## config.mk

```make
export PLATFORM = sky130hd
export DESIGN_NAME = pld_bus_master
export DESIGN_NICKNAME = d
export VERILOG_FILES = /design/src/rtl/pld_bus_master.sv
export SDC_FILE = /design/constraint.sdc
export NUM_CORES = 1
export LEC_CHECK = 0
export ABC_AREA = 0
export CAP_MARGIN = 10
export CORE_ASPECT_RATIO = 1.75
export CORE_MARGIN = 2
export CORE_UTILIZATION = 45
export DETAILED_ROUTE_END_ITERATION = 7
export PLACE_DENSITY = 0.8
export REMOVE_ABC_BUFFERS = 1
export SYNTH_ARGS = -nofsm -noshare
export SYNTH_HDL_FRONTEND = slang
export SYNTH_SLANG_ARGS = --single-unit
```

## constraint.sdc

```tcl
create_clock -name clk -period 2.9 [get_ports clk]
set_input_delay 0.29 -clock clk [delete_from_list [all_inputs] [get_ports clk]]
set_output_delay 0.29 -clock clk [all_outputs]
set_load 0.02 [all_outputs]
```

## src/rtl/pld_bus_master.sv

```systemverilog
// pld_bus_master
//   Asynchronous-style parallel bus master for a PLD register file. A request
//   accepted in IDLE runs SETUP -> STROBE -> (WAITST) -> HOLD -> IDLE with
//   nCE low for the whole transaction and nOE/nWE low during STROBE/WAITST.
//   The responder may stretch the strobe with nWAIT (synchronised here). A
//   stretch that exceeds WAIT_TIMEOUT cycles ends the strobe anyway, and the
//   completion is flagged with timeout.
//
// Ports
//   clk, rst           clock (rising edge), asynchronous active-low reset
//   req, wr            request strobe, direction (1 = write); sampled in IDLE
//   addr, wdata        address / write data, latched with req
//   busy, ack          transaction in progress, one-cycle completion pulse
//   timeout            qualifies ack: the wait extension timed out
//   rdata              read data, held until the next read completes
//   nCE, nOE, nWE      active-low bus controls
//   bus_addr, data_out bus address and write data
//   data_oe            tristate enable for data_out
//   data_in            bus read data
//   nWAIT              responder wait, active low
module pld_bus_master #(
  parameter int unsigned SETUP_CYC    = 2,
  parameter int unsigned STROBE_CYC   = 4,
  parameter int unsigned HOLD_CYC     = 2,
  parameter int unsigned WAIT_TIMEOUT = 255
) (
  input  logic       clk,
  input  logic       rst,
  input  logic       req,
  input  logic       wr,
  input  logic [7:0] addr,
  input  logic [7:0] wdata,
  output logic       busy,
  output logic       ack,
  output logic       timeout,
  output logic [7:0] rdata,
  output logic       nCE,
  output logic       nOE,
  output logic       nWE,
  output logic [7:0] bus_addr,
  output logic [7:0] data_out,
  output logic       data_oe,
  input  logic [7:0] data_in,
  input  logic       nWAIT
);

  typedef enum logic [2:0] {IDLE, SETUP, STROBE, WAITST, HOLD} state_t;

  localparam logic [7:0] SETUP_LAST  = 8'(SETUP_CYC - 1);
  localparam logic [7:0] STROBE_LAST = 8'(STROBE_CYC - 1);
  localparam logic [7:0] HOLD_LAST   = 8'(HOLD_CYC - 1);
  localparam logic [7:0] WAIT_LAST   = 8'(WAIT_TIMEOUT - 1);

  state_t     r_state;
  logic [7:0] r_cnt;
  logic [7:0] r_wcnt;
  logic       r_tflag;
  logic       r_wr;
  logic       r_wait_s1;
  logic       r_wait_s2;

  state_t     w_state_nxt;
  logic [7:0] w_cnt_nxt;
  logic [7:0] w_wcnt_nxt;
  logic       w_tflag_nxt;
  logic       w_ack_nxt;
  logic       w_cap;
  logic       w_accept;
  logic       w_wr_nxt;
  logic       w_strobe_nxt;

  always_comb begin
    w_state_nxt = r_state;
    w_cnt_nxt   = r_cnt;
    w_wcnt_nxt  = r_wcnt;
    w_tflag_nxt = r_tflag;
    w_ack_nxt   = 1'b0;
    w_cap       = 1'b0;
    w_accept    = 1'b0;
    case (r_state)
      IDLE: begin
        if (req) begin
          w_accept    = 1'b1;
          w_state_nxt = SETUP;
          w_cnt_nxt   = '0;
          w_tflag_nxt = 1'b0;
        end
      end
      SETUP: begin
        if (r_cnt == SETUP_LAST) begin
          w_state_nxt = STROBE;
          w_cnt_nxt   = '0;
        end else begin
          w_cnt_nxt = r_cnt + 8'd1;
        end
      end
      STROBE: begin
        if (r_cnt == STROBE_LAST) begin
          w_cnt_nxt = '0;
          if (r_wait_s2) begin
            w_state_nxt = HOLD;
            w_cap       = 1'b1;
          end else begin
            w_state_nxt = WAITST;
            w_wcnt_nxt  = '0;
          end
        end else begin
          w_cnt_nxt = r_cnt + 8'd1;
        end
      end
      WAITST: begin
        // r_wcnt holds (completed wait cycles - 1); released wait wins over
        // a timeout landing on the same cycle.
        if (r_wait_s2) begin
          w_state_nxt = HOLD;
          w_cap       = 1'b1;
          w_cnt_nxt   = '0;
        end else if (r_wcnt == WAIT_LAST) begin
          w_state_nxt = HOLD;
          w_cap       = 1'b1;
          w_cnt_nxt   = '0;
          w_tflag_nxt = 1'b1;
        end else begin
          w_wcnt_nxt = r_wcnt + 8'd1;
        end
      end
      HOLD: begin
        if (r_cnt == HOLD_LAST) begin
          w_state_nxt = IDLE;
          w_ack_nxt   = 1'b1;
        end else begin
          w_cnt_nxt = r_cnt + 8'd1;
        end
      end
      default: w_state_nxt = IDLE;
    endcase
    w_wr_nxt     = w_accept ? wr : r_wr;
    w_strobe_nxt = (w_state_nxt == STROBE) || (w_state_nxt == WAITST);
  end

  always_ff @(posedge clk or negedge rst) begin
    if (!rst) begin
      r_state   <= IDLE;
      r_cnt     <= '0;
      r_wcnt    <= '0;
      r_tflag   <= 1'b0;
      r_wait_s1 <= 1'b1;
      r_wait_s2 <= 1'b1;
    end else begin
      r_state   <= w_state_nxt;
      r_cnt     <= w_cnt_nxt;
      r_wcnt    <= w_wcnt_nxt;
      r_tflag   <= w_tflag_nxt;
      r_wait_s1 <= nWAIT;
      r_wait_s2 <= r_wait_s1;
    end
  end

  // Outputs are registered from the next-state decode so they change on the
  // same edge as the state they describe.
  always_ff @(posedge clk or negedge rst) begin
    if (!rst) begin
      busy     <= 1'b0;
      ack      <= 1'b0;
      timeout  <= 1'b0;
      rdata    <= '0;
      nCE      <= 1'b1;
      nOE      <= 1'b1;
      nWE      <= 1'b1;
      bus_addr <= '0;
      data_out <= '0;
      data_oe  <= 1'b0;
      r_wr     <= 1'b0;
    end else begin
      busy    <= (w_state_nxt != IDLE);
      ack     <= w_ack_nxt;
      timeout <= w_ack_nxt & r_tflag;
      nCE     <= (w_state_nxt == IDLE);
      nOE     <= ~(w_strobe_nxt & ~w_wr_nxt);
      nWE     <= ~(w_strobe_nxt & w_wr_nxt);
      data_oe <= (w_state_nxt != IDLE) & w_wr_nxt;
      if (w_accept) begin
        bus_addr <= addr;
        data_out <= wdata;
        r_wr     <= wr;
      end
      if (w_cap && !r_wr) begin
        rdata <= data_in;
      end
    end
  end

endmodule

```

# ---- Word level (Yosys, flattened, before mapping)
# Index checks and enable logic that the tools add are counted.
dict set report word_totals {
  register_bits 54
  out_inout_bits 31
}
dict set report op_classes {
  reduce_logical 12
  mux 34
  n_eq_ne 17
  bitwise 7
  add_sub_neg 2
}
# op n
set ops {}
lappend ops {{8-bit 2-to-1 mux} 10}
lappend ops {{8-bit one-hot mux with 5 select lines} 1}
lappend ops {{3-bit 2-to-1 mux} 7}
lappend ops {{8-bit by 1-bit adder with 8-bit output, second input constant} 2}
lappend ops {{8-bit one-hot mux with 2 select lines} 1}
lappend ops {{3-bit one-hot mux with 5 select lines} 1}
lappend ops {{2-bit != test, second input constant} 7}
lappend ops {{3-bit by 2-bit equality test with 1-bit output, second input constant} 4}
lappend ops {{1-bit 2-to-1 mux} 12}
lappend ops {{8-bit by 1-bit equality test with 1-bit output, second input constant} 1}
lappend ops {{8-bit by 2-bit equality test with 1-bit output, second input constant} 1}
lappend ops {{8-bit equality test, second input constant} 1}
lappend ops {{4-bit AND reduction} 2}
lappend ops {{3-bit logical NOT} 2}
lappend ops {{5-bit AND reduction} 1}
lappend ops {{5-bit nonzero test} 1}
lappend ops {{1-bit bitwise AND} 4}
lappend ops {{1-bit one-hot mux with 2 select lines} 2}
lappend ops {{2-bit nonzero test} 2}
lappend ops {{3-bit by 1-bit equality test with 1-bit output, second input constant} 1}
lappend ops {{3-bit equality test, second input constant} 1}
lappend ops {{3-bit != test, second input constant} 1}
lappend ops {{1-bit NOT} 3}
lappend ops {{3-bit nonzero test} 1}
lappend ops {{3 further kinds} 3}

# ---- Depth between registers and ports, before layout
dict set report logic_depth {
  word_depth 8
  depth_mapped 7
  ltp_nobuf 7
}

# ---- Worst setup path after synthesis
# No wires, ideal clock.
dict set report synth_path {
  path_type {register -> register}
  startpoint {reg r_cnt[0]}
  endpoint {reg r_cnt[6]}
  setup_ns 0.126
  slack_ns 0.653
  arrival_time_ns 2.121
  path_buffers 1
  path_stages_with_launch 8
  cell_sequence {dfrtp_1 ha_1 or4b_4 and4bb_4 nor2b_2 buf_6 and3_4 a221o_1}
}
dict set report synth_via {
  elab_chain_cells 3
}
# element line
set synth_lines {}
lappend synth_lines {{start: declaration} 55} ;# logic [7:0] r_cnt;
lappend synth_lines {{start signal: assignment} 151} ;# r_cnt <= w_cnt_nxt;
lappend synth_lines {{8-bit by 1-bit adder with 8-bit output (tied with other cells)} {94, 108, 132}}
lappend synth_lines {{8-bit 2-to-1 mux (tied with other cells)} 128} ;# if (r_cnt == HOLD_LAST) begin
lappend synth_lines {{8-bit one-hot mux with 5 select lines or 4-bit AND reduction (tied branches)} --}
# Several ways; a longest one is shown, not always the timed one. The select of a mux whose other input is x is not followed.
# A chain may end at the register's enable or synchronous reset.

# ---- Final worst setup path
# Ends and elaborated chain as after synthesis.

==> metrics <==
async set-reset flop share out of synthesis 100%; ANT nets after route 0; final non-filler cell area 0.00315 mm²; prevailing post-synth register cell dfrtp_1; H-Tree Depth 2; commonest cells after routing, fill and taps aside 58 x clkdlybuf4s50_1, 49 x dfrtp_1, 24 x mux2_2; Synthesis Warnings 0; register share of total power 60.2%; detailed-route wire length 4940 µm; measured slew at the worst slew-check pin 0.748 ns; n_diodes 0; CP Max Fanout 8; most common cell after layout, fill and taps aside clkdlybuf4s50_1; layout cells sized above 1 20.6%; Residual DRC 0; Vias 1774; Yosys top cell area share 50.9%; critical path endpoint r_cnt[6]; initial antenna violation count 0; CTS buffer count 5; P per Cell Area 409 mW/mm²; Rel. slew slack 50.1%; highest routed layer met4; CTS Buffer Depth 2; Avg Inst Size Synth 12.2 µm²; multi-input combinational cell area 0.00101 mm²; met3 WL 185 µm; Final nets 295; Final min period 2.43 ns; kind of start point of the critical path flop; Pleak 1.38 nW; Clk network pwr share 31.5%; #FFs+latches synth 54; R2R setup slack 0.47 ns; Internal 0.997 mW; sw frac 22.7%; # fillers 427; Layout Utilization 60.5%; vias in the first global route 1821; adder-cell share of the synthesized area 2.08%; Port Buffer Count 59; dominant cell type by area after synthesis dfrtp_1; combinational fraction of design power 8.3%; post-synthesis cell area 0.00241 mm²; die width 59.3 µm; CTS tree built; post-synthesis mux area share 12.5%; Post-DP Area 0.00306 mm²; Initial Util 46.3%; Data required, critical path 3.09 ns; pin count of the biggest net entering global routing 39; hold buffer count at cts 1; dpl hpwl 3770 µm; worst setup margin 0.470 ns; EDFF count, synth 0; Core Area 0.00521 mm²; I/O Pins 60; top cells by area, synth dfrtp_1 51%, mux2_2 11%, dfstp_2 5.4%; row cnt 35; Seq/Total Area, Yosys 56.3%; Setup Buffers After CTS 0; Syn Inst Count 197; xor and xnor area share after synthesis 1.82%; Setup crit start r_cnt[0]; cts repair resizes 0; R2R Path End r_cnt[6]; FF-to-FF path depth 6; Post-Layout Cell Count 317; Crit path arrival time 2.63 ns; die area 0.00598 mm²; gr ovfl total 0; GP Congestion 0.787; Final setup viols 0; Peak VDD IR 0.352 mV; vias per cell 5.60; pre-CTS setup slack 0.493 ns; Simple-Gate Fraction of Synth Area 16.3%; Max Cap Viol 0; NetSw 0.293 mW; clk root buf clkbuf_8; hold slack final 0.360 ns; CP Capture Type flop; met2 wire len 2700 µm; met1 wire length 1880 µm; compound-gate portion of the synthesized area 8.87%; status finished clean; CTS Sinks 54; setup TNS 0 ns; WS Path Type reg2reg; Reg clk slew, reported paths 0.09 ns; Placed Cells incl. Taps 309; DR pass1 iterations 4; Clock Latency Late Sink 0.31 ns; area occupied by registers 0.00136 mm²; fin crit share 83.8%; clock skew 0.00612 ns; drt wl/cell 15.6 µm; Hold Violations, Final 0; total power 1.29 mW; reg2reg start r_cnt[0]; first-pass GRT wire length 8360 µm; worst hold-check path type reg2reg; max frequency 411 MHz; layout overhead on the synthesized area 30.8%; Die Ht 101 µm; Yosys cell types 50; drt first-iter violations 36; Slew Limit Fails 0; unrepaired setup endpoints after global routing false; Total Routing Usage GR 18.6%; main combinational cell family by area after synthesis simple AND/OR/NAND/NOR gates
power by group through the flow:
| stage | Sequential (mW) | Combinational [mW] | Clock, mW |
|---|---|---|---|
| detailed placement | 0.791 | 0.108 | 0 |
| finish | 0.776 | 0.107 | 0.407 |
| global placement | 0.790 | 0.107 | 0 |
| CTS | 0.777 | 0.109 | 0.424 |
| floorplan | 0.805 | 0.0128 | 0 |
| global route | 0.779 | 0.116 | 0.447 |
flip-flops by register name, indices dropped and copies added, names as in the netlist, 3 cells and up:
name      cells
r_state       3
bus_addr      8
r_cnt         8
rdata         8
data_out      8
r_wcnt        8
synth_stat cells, drive strengths merged (2+ instances only):
master,count
dfstp,5
nand4,4
buf,2
o21bai,2
nand2,14
a21oi,2
ha,4
a31oi,4
and2,4
and3,8
nor3b,3
o21ai,8
a32oi,2
a22o,2
inv,7
mux2i,3
or4b,3
mux2,24
nor2b,2
nor2,15
nand3,6
dfrtp,49
clkbuf,2
xor2,5
metal layers:
metal  vias to the layer above  GRT usage, %
met4                         0          11.0
met3                        14          3.08
met1                       872          21.3
li1                        839             -
met5                         -             0
met2                        49          31.3
worst min-delay path by stage:
stage | cells after the start | end | slack [ns] | start
floorplan | 0 | ack | -0.006 | rst
global placement | 1 | bus_addr[1] | 0.23 | rst
detailed placement | 1 | data_out[7] | 0.24 | rst
CTS | 0 | r_wait_s2 | 0.36 | r_wait_s1
global route | 0 | r_wait_s2 | 0.37 | r_wait_s1
finish | 0 | r_wait_s2 | 0.36 | r_wait_s1
cells by family after synthesis:
logic type	after synthesis
AND/OR/NAND/NOR	67
flip-flops	54
AO/OA/AOI/OAI	29
multiplexers	27
buffers and inverters	11
XOR/XNOR	5
adder cells (fa/ha/maj)	4
final cells by class:
class / count / area share, %
Sequential cell: 54 / 43.0
Tap cell: 55 / 2.18
Multi-Input combinational cell: 132 / 31.9
Clock inverter: 2 / 0.476
Timing Repair Buffer: 62 / 19.4
Inverter: 7 / 0.833
Clock buffer: 5 / 2.18
worst max-delay path: stages (launching register included):
cell and delay [ns]:
dfrtp_1 0.42, ha_1 0.23, or4b_4 0.50, o41ai_2 0.34, nand3_1 0.30, and3_2 0.29, a221o_1 0.25
Power figures use the tool's default switching activity.
